===== src/rtl/csr_birimi_if.sv =====
// Bus bundle for csr_birimi: write-back CSR write and trap capture, execute-stage
// read port, and the registered redirect / status outputs.
interface csr_birimi_if;
  logic [11:0] csr_adres_i;
  logic [31:0] csr_veri_i;
  logic        csr_yaz_i;
  logic        exc_i;
  logic [3:0]  mcause_ic_i;
  logic [31:0] mepc_i;
  logic [31:0] mtval_i;
  logic        instret_i;
  logic        mret_i;
  logic [4:0]  fflags_i;
  logic        fflags_yaz_i;
  logic [11:0] csr_oku_adres_i;
  logic [31:0] csr_oku_veri_o;
  logic        csr_oku_gecersiz_o;
  logic        trap_gecerli_o;
  logic [31:0] trap_adres_o;
  logic        donus_gecerli_o;
  logic [31:0] donus_adres_o;
  logic [2:0]  frm_o;
  logic        mie_o;

  modport slave (
    input  csr_adres_i, csr_veri_i, csr_yaz_i, exc_i, mcause_ic_i, mepc_i, mtval_i,
           instret_i, mret_i, fflags_i, fflags_yaz_i, csr_oku_adres_i,
    output csr_oku_veri_o, csr_oku_gecersiz_o, trap_gecerli_o, trap_adres_o,
           donus_gecerli_o, donus_adres_o, frm_o, mie_o
  );

  modport master (
    output csr_adres_i, csr_veri_i, csr_yaz_i, exc_i, mcause_ic_i, mepc_i, mtval_i,
           instret_i, mret_i, fflags_i, fflags_yaz_i, csr_oku_adres_i,
    input  csr_oku_veri_o, csr_oku_gecersiz_o, trap_gecerli_o, trap_adres_o,
           donus_gecerli_o, donus_adres_o, frm_o, mie_o
  );
endinterface


===== src/rtl/csr_birimi.sv =====
// Machine-mode CSR unit: fcsr, mstatus, trap/MRET redirect, cycle/instret counters.
// Define SAYAC_64_BIT_EN for 64-bit mcycle/minstret with mcycleh/minstreth.
module csr_birimi #(
  parameter logic [31:0] MTVEC_SIFIRLAMA = 32'h0000_0000
) (
  input  logic         clk_i,
  input  logic         rst_i,
  csr_birimi_if.slave  bus
);

`ifdef SAYAC_64_BIT_EN
  localparam int CW = 64;
`else
  localparam int CW = 32;
`endif

  logic [7:0]    fcsr_q, fcsr_d;
  logic          mst_mie_q, mst_mie_d, mst_mpie_q, mst_mpie_d;
  logic [1:0]    mst_fs_q, mst_fs_d;
  logic [29:0]   mtvec_q, mtvec_d;
  logic [31:0]   mie_q, mie_d, mscratch_q, mscratch_d, mcause_q, mcause_d, mtval_q, mtval_d;
  logic [30:0]   mepc_q, mepc_d;
  logic          inh_cy_q, inh_cy_d, inh_ir_q, inh_ir_d;
  logic [CW-1:0] mcycle_q, mcycle_d, minstret_q, minstret_d;
  logic          trap_gecerli_q, trap_gecerli_d, donus_gecerli_q, donus_gecerli_d;
  logic [31:0]   trap_adres_q, trap_adres_d, donus_adres_q, donus_adres_d;

  logic        wr, fp_wr;
  logic [31:0] d;
  logic [31:0] mstatus_rd, cyh_rd, irh_rd, rd_veri;
  logic        rd_gecersiz;

  always_comb begin
    wr              = bus.csr_yaz_i & ~bus.exc_i & ~bus.mret_i;
    d               = bus.csr_veri_i;
    fp_wr           = 1'b0;
    fcsr_d          = fcsr_q;
    mst_mie_d       = mst_mie_q;
    mst_mpie_d      = mst_mpie_q;
    mst_fs_d        = mst_fs_q;
    mtvec_d         = mtvec_q;
    mie_d           = mie_q;
    mscratch_d      = mscratch_q;
    mepc_d          = mepc_q;
    mcause_d        = mcause_q;
    mtval_d         = mtval_q;
    inh_cy_d        = inh_cy_q;
    inh_ir_d        = inh_ir_q;
    mcycle_d        = mcycle_q + {{(CW-1){1'b0}}, ~inh_cy_q};
    minstret_d      = minstret_q + {{(CW-1){1'b0}}, bus.instret_i & ~inh_ir_q};
    trap_gecerli_d  = bus.exc_i;
    donus_gecerli_d = bus.mret_i & ~bus.exc_i;
    trap_adres_d    = trap_adres_q;
    donus_adres_d   = donus_adres_q;

    // Flag accumulation first; an explicit fflags/fcsr write below overrides it.
    if (bus.fflags_yaz_i) fcsr_d[4:0] = fcsr_q[4:0] | bus.fflags_i;

    if (bus.exc_i) begin
      mepc_d       = bus.mepc_i[31:1];
      mcause_d     = {28'b0, bus.mcause_ic_i};
      mtval_d      = bus.mtval_i;
      mst_mpie_d   = mst_mie_q;
      mst_mie_d    = 1'b0;
      trap_adres_d = {mtvec_q, 2'b00};
    end else if (bus.mret_i) begin
      mst_mie_d     = mst_mpie_q;
      mst_mpie_d    = 1'b1;
      donus_adres_d = {mepc_q, 1'b0};
    end else if (wr) begin
      unique case (bus.csr_adres_i)
        12'h001: begin fcsr_d[4:0] = d[4:0]; fp_wr = 1'b1; end
        12'h002: begin fcsr_d[7:5] = d[2:0]; fp_wr = 1'b1; end
        12'h003: begin fcsr_d      = d[7:0]; fp_wr = 1'b1; end
        12'h300: begin
          mst_mie_d  = d[3];
          mst_mpie_d = d[7];
          mst_fs_d   = d[14:13];
        end
        12'h304: mie_d      = d;
        12'h305: mtvec_d    = d[31:2];
        12'h320: begin inh_cy_d = d[0]; inh_ir_d = d[2]; end
        12'h340: mscratch_d = d;
        12'h341: mepc_d     = d[31:1];
        12'h342: mcause_d   = d;
        12'h343: mtval_d    = d;
`ifdef SAYAC_64_BIT_EN
        // A half-write freezes the other half for this cycle (no increment, no carry).
        12'hB00: mcycle_d   = {mcycle_q[63:32], d};
        12'hB80: mcycle_d   = {d, mcycle_q[31:0]};
        12'hB02: minstret_d = {minstret_q[63:32], d};
        12'hB82: minstret_d = {d, minstret_q[31:0]};
`else
        12'hB00: mcycle_d   = d;
        12'hB02: minstret_d = d;
`endif
        default: ;
      endcase
    end

    if (bus.fflags_yaz_i | fp_wr) mst_fs_d = 2'b11;
  end

  always_ff @(posedge clk_i or posedge rst_i) begin
    if (rst_i) begin
      fcsr_q          <= '0;
      mst_mie_q       <= 1'b0;
      mst_mpie_q      <= 1'b0;
      mst_fs_q        <= '0;
      mtvec_q         <= MTVEC_SIFIRLAMA[31:2];
      mie_q           <= '0;
      mscratch_q      <= '0;
      mepc_q          <= '0;
      mcause_q        <= '0;
      mtval_q         <= '0;
      inh_cy_q        <= 1'b0;
      inh_ir_q        <= 1'b0;
      mcycle_q        <= '0;
      minstret_q      <= '0;
      trap_gecerli_q  <= 1'b0;
      donus_gecerli_q <= 1'b0;
      trap_adres_q    <= '0;
      donus_adres_q   <= '0;
    end else begin
      fcsr_q          <= fcsr_d;
      mst_mie_q       <= mst_mie_d;
      mst_mpie_q      <= mst_mpie_d;
      mst_fs_q        <= mst_fs_d;
      mtvec_q         <= mtvec_d;
      mie_q           <= mie_d;
      mscratch_q      <= mscratch_d;
      mepc_q          <= mepc_d;
      mcause_q        <= mcause_d;
      mtval_q         <= mtval_d;
      inh_cy_q        <= inh_cy_d;
      inh_ir_q        <= inh_ir_d;
      mcycle_q        <= mcycle_d;
      minstret_q      <= minstret_d;
      trap_gecerli_q  <= trap_gecerli_d;
      donus_gecerli_q <= donus_gecerli_d;
      trap_adres_q    <= trap_adres_d;
      donus_adres_q   <= donus_adres_d;
    end
  end

  // MPP is hardwired to machine mode.
  assign mstatus_rd = {17'b0, mst_fs_q, 2'b11, 3'b0, mst_mpie_q, 3'b0, mst_mie_q, 3'b0};
`ifdef SAYAC_64_BIT_EN
  assign cyh_rd = mcycle_q[63:32];
  assign irh_rd = minstret_q[63:32];
`else
  assign cyh_rd = '0;
  assign irh_rd = '0;
`endif

  always_comb begin
    rd_veri     = '0;
    rd_gecersiz = 1'b0;
    unique case (bus.csr_oku_adres_i)
      12'h001: rd_veri = {27'b0, fcsr_q[4:0]};
      12'h002: rd_veri = {29'b0, fcsr_q[7:5]};
      12'h003: rd_veri = {24'b0, fcsr_q};
      12'h300: rd_veri = mstatus_rd;
      12'h301: rd_veri = 32'h4000_1124;
      12'h304: rd_veri = mie_q;
      12'h305: rd_veri = {mtvec_q, 2'b00};
      12'h310: rd_veri = '0;
      12'h320: rd_veri = {29'b0, inh_ir_q, 1'b0, inh_cy_q};
      12'h340: rd_veri = mscratch_q;
      12'h341: rd_veri = {mepc_q, 1'b0};
      12'h342: rd_veri = mcause_q;
      12'h343: rd_veri = mtval_q;
      12'hB00: rd_veri = mcycle_q[31:0];
      12'hB02: rd_veri = minstret_q[31:0];
      12'hB80: rd_veri = cyh_rd;
      12'hB82: rd_veri = irh_rd;
      default: rd_gecersiz = 1'b1;
    endcase
  end

  assign bus.csr_oku_veri_o     = rd_veri;
  assign bus.csr_oku_gecersiz_o = rd_gecersiz;
  assign bus.trap_gecerli_o     = trap_gecerli_q;
  assign bus.trap_adres_o       = trap_adres_q;
  assign bus.donus_gecerli_o    = donus_gecerli_q;
  assign bus.donus_adres_o      = donus_adres_q;
  assign bus.frm_o              = fcsr_q[7:5];
  assign bus.mie_o              = mst_mie_q;

  logic unused_ok;
  assign unused_ok = ^{bus.mepc_i[0], MTVEC_SIFIRLAMA[1:0]};

endmodule


===== src/flat_wrapper.sv =====
// flat-port wrapper written by rule: the top's interface ports become plain ports
module csr_birimi_flat 
#(
  parameter logic [31:0] MTVEC_SIFIRLAMA = 32'h0000_0000
)
  (clk_i, rst_i, bus_csr_adres_i, bus_csr_veri_i, bus_csr_yaz_i, bus_exc_i, bus_mcause_ic_i, bus_mepc_i, bus_mtval_i, bus_instret_i, bus_mret_i, bus_fflags_i, bus_fflags_yaz_i, bus_csr_oku_adres_i, bus_csr_oku_veri_o, bus_csr_oku_gecersiz_o, bus_trap_gecerli_o, bus_trap_adres_o, bus_donus_gecerli_o, bus_donus_adres_o, bus_frm_o, bus_mie_o);
  csr_birimi_if bus_i ();
  input  logic clk_i;
  input  logic rst_i;
  input wire logic [$bits(bus_i.csr_adres_i)-1:0] bus_csr_adres_i;
  input wire logic [$bits(bus_i.csr_veri_i)-1:0] bus_csr_veri_i;
  input wire logic [$bits(bus_i.csr_yaz_i)-1:0] bus_csr_yaz_i;
  input wire logic [$bits(bus_i.exc_i)-1:0] bus_exc_i;
  input wire logic [$bits(bus_i.mcause_ic_i)-1:0] bus_mcause_ic_i;
  input wire logic [$bits(bus_i.mepc_i)-1:0] bus_mepc_i;
  input wire logic [$bits(bus_i.mtval_i)-1:0] bus_mtval_i;
  input wire logic [$bits(bus_i.instret_i)-1:0] bus_instret_i;
  input wire logic [$bits(bus_i.mret_i)-1:0] bus_mret_i;
  input wire logic [$bits(bus_i.fflags_i)-1:0] bus_fflags_i;
  input wire logic [$bits(bus_i.fflags_yaz_i)-1:0] bus_fflags_yaz_i;
  input wire logic [$bits(bus_i.csr_oku_adres_i)-1:0] bus_csr_oku_adres_i;
  output wire logic [$bits(bus_i.csr_oku_veri_o)-1:0] bus_csr_oku_veri_o;
  output wire logic [$bits(bus_i.csr_oku_gecersiz_o)-1:0] bus_csr_oku_gecersiz_o;
  output wire logic [$bits(bus_i.trap_gecerli_o)-1:0] bus_trap_gecerli_o;
  output wire logic [$bits(bus_i.trap_adres_o)-1:0] bus_trap_adres_o;
  output wire logic [$bits(bus_i.donus_gecerli_o)-1:0] bus_donus_gecerli_o;
  output wire logic [$bits(bus_i.donus_adres_o)-1:0] bus_donus_adres_o;
  output wire logic [$bits(bus_i.frm_o)-1:0] bus_frm_o;
  output wire logic [$bits(bus_i.mie_o)-1:0] bus_mie_o;
  assign bus_i.csr_adres_i = bus_csr_adres_i;
  assign bus_i.csr_veri_i = bus_csr_veri_i;
  assign bus_i.csr_yaz_i = bus_csr_yaz_i;
  assign bus_i.exc_i = bus_exc_i;
  assign bus_i.mcause_ic_i = bus_mcause_ic_i;
  assign bus_i.mepc_i = bus_mepc_i;
  assign bus_i.mtval_i = bus_mtval_i;
  assign bus_i.instret_i = bus_instret_i;
  assign bus_i.mret_i = bus_mret_i;
  assign bus_i.fflags_i = bus_fflags_i;
  assign bus_i.fflags_yaz_i = bus_fflags_yaz_i;
  assign bus_i.csr_oku_adres_i = bus_csr_oku_adres_i;
  assign bus_csr_oku_veri_o = bus_i.csr_oku_veri_o;
  assign bus_csr_oku_gecersiz_o = bus_i.csr_oku_gecersiz_o;
  assign bus_trap_gecerli_o = bus_i.trap_gecerli_o;
  assign bus_trap_adres_o = bus_i.trap_adres_o;
  assign bus_donus_gecerli_o = bus_i.donus_gecerli_o;
  assign bus_donus_adres_o = bus_i.donus_adres_o;
  assign bus_frm_o = bus_i.frm_o;
  assign bus_mie_o = bus_i.mie_o;
  csr_birimi #(.MTVEC_SIFIRLAMA(MTVEC_SIFIRLAMA)) u_core (.clk_i(clk_i), .rst_i(rst_i), .bus(bus_i));
endmodule

===== config.mk =====
export PLATFORM = sky130hd
export DESIGN_NAME = csr_birimi_flat
export DESIGN_NICKNAME = d
export VERILOG_FILES = /design/src/rtl/csr_birimi_if.sv /design/src/rtl/csr_birimi.sv /design/src/flat_wrapper.sv
export SDC_FILE = /design/constraint.sdc
export NUM_CORES = 1
export LEC_CHECK = 0
export ABC_CLOCK_PERIOD_IN_PS = 14350
export CORE_MARGIN = 1
export CORE_UTILIZATION = 29
export DETAILED_ROUTE_END_ITERATION = 8
export PLACE_DENSITY = 0.55
export SETUP_SLACK_MARGIN = 0.05
export SYNTH_ARGS = -nofsm -noshare
export SYNTH_HDL_FRONTEND = slang
export SYNTH_SLANG_ARGS = --single-unit
export TNS_END_PERCENT = 10

===== constraint.sdc =====
create_clock -name clk_i -period 14.35 [get_ports clk_i]
set_input_delay 2.1525 -clock clk_i [delete_from_list [all_inputs] [get_ports clk_i]]
set_output_delay 2.1525 -clock clk_i [all_outputs]
set_load 0.01 [all_outputs]

==> qor.txt <==
status - complete, no violations
pin count of the biggest net entering global routing - 134
HPWL Detailed - 35.9 mm
post-synthesis sequential area ratio - 0.506
Port-buffer cells - 234
worst path required time - 12.20 ns
dominant synthesized flop cell - dfrtp_1
WL per Instance - 21.6 µm
post-layout min period - 8.42 ns
reg-to-reg critical path startpoint - u_core.inh_cy_q
critical path's top delay family - simple AND/OR/NAND/NOR gates
Worst Hold Class - flip-flop to flip-flop
EDFF count, synth - 0
Max VDD drop - 0.0658 mV
Setup Buffers After CTS - 0
Clock transition at path regs - 0.05 ns
Post-CTS Hold Fix Bufs - 0
Die H - 239 µm
die width - 239 µm
RSZ-0062 raised after global routing - no
root buffer cell - clkbuf_16
synthesized netlist cell count - 1528
Tot GR Track Use - 0.189
crit path max fanout - 14
gr ovfl total - 0
FMAX - 0.119 GHz
CTS tree - yes
fin. max-slew vios - 0
Most common cell on crit path - clkdlybuf4s50_1
drt via density - 5.13
Post-Syn Area - 0.0163 mm²
First DRT Iteration DRCs - 839
vias in the first global route - 13100
Buf+Inv Stages, Crit Path - 3
Final nets - 1863
Placement Cell Area - 0.0194 mm²
Final Skew - 0.0192 ns
Crit. End Element - primary output
pwr dens - 112 mW/mm²
Synth Warn # - 0
first-pass GRT wire length - 81.6 mm
RePlAce Congestion - 0.893
WL final - 54.1 mm
CTS max path bufs - 3
antenna-violating nets left - 0
Async S/R FF share, synth - 1.00
flop2flop setup slack - 11.61 ns
Yosys cell types - 63
Num CTS Buffers - 39
core area - 0.0554 mm²
Pre-antenna DRT Iters - 6
crit path kind - input pin to primary output
fin crit share - 0.587
worst reg2reg path depth - 9
initial antenna violation count - 1
FF+latch count, synth - 330
end of the worst hold path - u_core.mie_q[4]
worst-margin pin slew - 1.25 ns
clk_lat worst skew - 0.57 ns
Critical Path Start Type - input pin
Arrival @ worst endpoint - 6.27 ns
full die area - 0.0573 mm²
CP peak stage delay - 0.85 ns
Mapped Avg Cell Area - 10.7 µm²
num rows - 86
post_cts resized - 0
Initial Utilization - 0.295
Fin Setup TNS - 0 ns
slew margin rel. - 0.164
H-tree depth - 2
Area Growth Syn to Fin - 26.8%
share of cells above drive strength 1 - 0.162
Max-Cap Viols - 0
Slowest-stage cell, CP - nor2_2
Final Instance Area - 0.0207 mm²
via count - 12800
# IOs - 239
Ant. Diodes - 0
CTS Sinks - 330
worst reg2reg path endpoint - u_core.mcycle_q[28]
worst hold start - u_core.mie_q[4]
worst hold stages - 1
critical path, cell by cell - clkdlybuf4s50_1, and4bb_1, nand3_1, nor2_2, buf_4, o2bb2ai_1, a221oi_1, nand4_1, clkdlybuf4s50_1
DRC Markers - 0
final setup vio count - 0
Pleak - 8.54 nW
Final Hold Fails - 0
==> kinds of logic (layout without fill, tap and decap cells) <==
| logic type | after synthesis | in the layout | share of synthesized area |
|---|---|---|---|
| flops | 330 | 330 | 0.506 |
| compound gates | 298 | 298 | 0.111 |
| other cells | 1 | 3 | 0.000230 |
| xor+xnor | 60 | 60 | 0.0322 |
| mux | 281 | 281 | 0.186 |
| simple gates | 436 | 436 | 0.126 |
| buf+inv | 118 | 341 | 0.0354 |
| fa+ha+maj | 4 | 4 | 0.00306 |
==> area by class of cell <==
| type | count | area, µm² |
|---|---|---|
| fillers | 5427 | 34700 |
| flip-flops and latches | 330 | 8260 |
| multi-input cells | 1082 | 7570 |
| repair buffers | 260 | 2550 |
| clock buffers | 58 | 1180 |
| well taps | 748 | 936 |
| clock inverters | 13 | 180 |
| inverters | 10 | 45.0 |
==> where the power goes <==
group	total [mW]	leakage, nW	switching (mW)	internal (mW)
clock network	1.05	0.675	0.411	0.641
registers	1.03	4.32	0.0494	0.984
logic	0.236	3.55	0.119	0.118
==> stage by stage <==
stage | power (mW) | util | std cells | setup WS, ns | hold WS (ns)
after CTS | 2.35 | 0.374 | 2501 | 5.94 | 0.495
after floorplan | 1.16 | - | 1530 | 3.06 | 0.457
after global routing | 2.42 | 0.374 | 2501 | 5.82 | 0.511
final | 2.32 | 0.374 | 2501 | 5.93 | 0.494
after global placement | 1.28 | 0.349 | 2430 | 5.98 | 0.467
after detailed placement | 1.29 | 0.349 | 2430 | 5.98 | 0.483
==> synthesized netlist by cell type, drive strengths merged, types with 5 or more instances <==
master / n / share of area
nor2: 63 / 0.015
buf: 56 / 0.021
nand3: 44 / 0.014
a21oi: 62 / 0.019
o21ai: 131 / 0.040
nor4: 8 / 0.0044
inv: 10 / 0.0023
nand2b: 5 / 0.0019
nand4: 20 / 0.0077
nor3: 14 / 0.0056
xor2: 32 / 0.017
and4: 8 / 0.0043
mux2i: 108 / 0.066
nor3b: 5 / 0.0033
xnor2: 28 / 0.015
mux2: 172 / 0.12
and3: 11 / 0.0042
dfrtp: 330 / 0.51
a221oi: 15 / 0.0080
nand2: 234 / 0.054
a22oi: 51 / 0.023
o2111ai: 13 / 0.0070
clkbuf: 52 / 0.012
==> flip-flops by register name (all words and copies together), names as in the netlist <==
register,cells
u_core.mst_mpie_q,1
u_core.mcause_q,32
u_core.mscratch_q,32
u_core.fcsr_q,8
u_core.mie_q,32
u_core.inh_ir_q,1
u_core.bus.donus_adres_o,31
u_core.bus.trap_gecerli_o,1
u_core.mtval_q,32
u_core.mepc_q,31
u_core.bus.trap_adres_o,30
u_core.bus.mie_o,1
u_core.minstret_q,32
u_core.mcycle_q,32
u_core.mtvec_q,30
u_core.bus.donus_gecerli_o,1
u_core.inh_cy_q,1
u_core.mst_fs_q,2
==> layout by cell type (no fill, tap or decap), types with 6 or more instances in the layout <==
master and n:
inv_1 9, clkdlybuf4s50_1 232, clkbuf_8 13, o21ai_0 93, nand3_1 43, dfrtp_1 330
nor2_4 6, mux2_1 12, xnor2_1 28, clkbuf_1 6, mux2i_1 108, nor2_1 53
xor2_1 32, a21oi_1 62, buf_4 25, mux2_2 160, a221oi_1 15, and4_1 8
nor3_1 10, o2111ai_1 13, o21ai_1 38, nand4_1 20, clkbuf_16 39, a22oi_1 51
and3_1 10, nand2_1 233
==> metal layers <==
layer  track usage  up-vias  wire length (µm)
met1         0.255     6424             24200
met3        0.0415      100              3450
li1              -     5871                 -
met2         0.298      441             24800
met5             0        -                12
met4        0.0668        2              1520
==> worst max-delay path by stage <==
stage / end / startpoint / cells after the start / slack, ns
4_1_cts: bus_csr_oku_veri_o[30] / bus_csr_oku_adres_i[10] / 9 / 5.94
5_1_grt: bus_csr_oku_veri_o[30] / bus_csr_oku_adres_i[11] / 9 / 5.82
6_report: bus_csr_oku_veri_o[30] / bus_csr_oku_adres_i[10] / 9 / 5.93
3_3_place_gp: bus_csr_oku_veri_o[30] / bus_csr_oku_adres_i[10] / 9 / 5.98
2_1_floorplan: u_core.bus.donus_adres_o[10] / rst_i / 1 / 3.06
3_5_place_dp: bus_csr_oku_veri_o[30] / bus_csr_oku_adres_i[10] / 9 / 5.98
No activity file was read; power rests on OpenSTA's default activity.
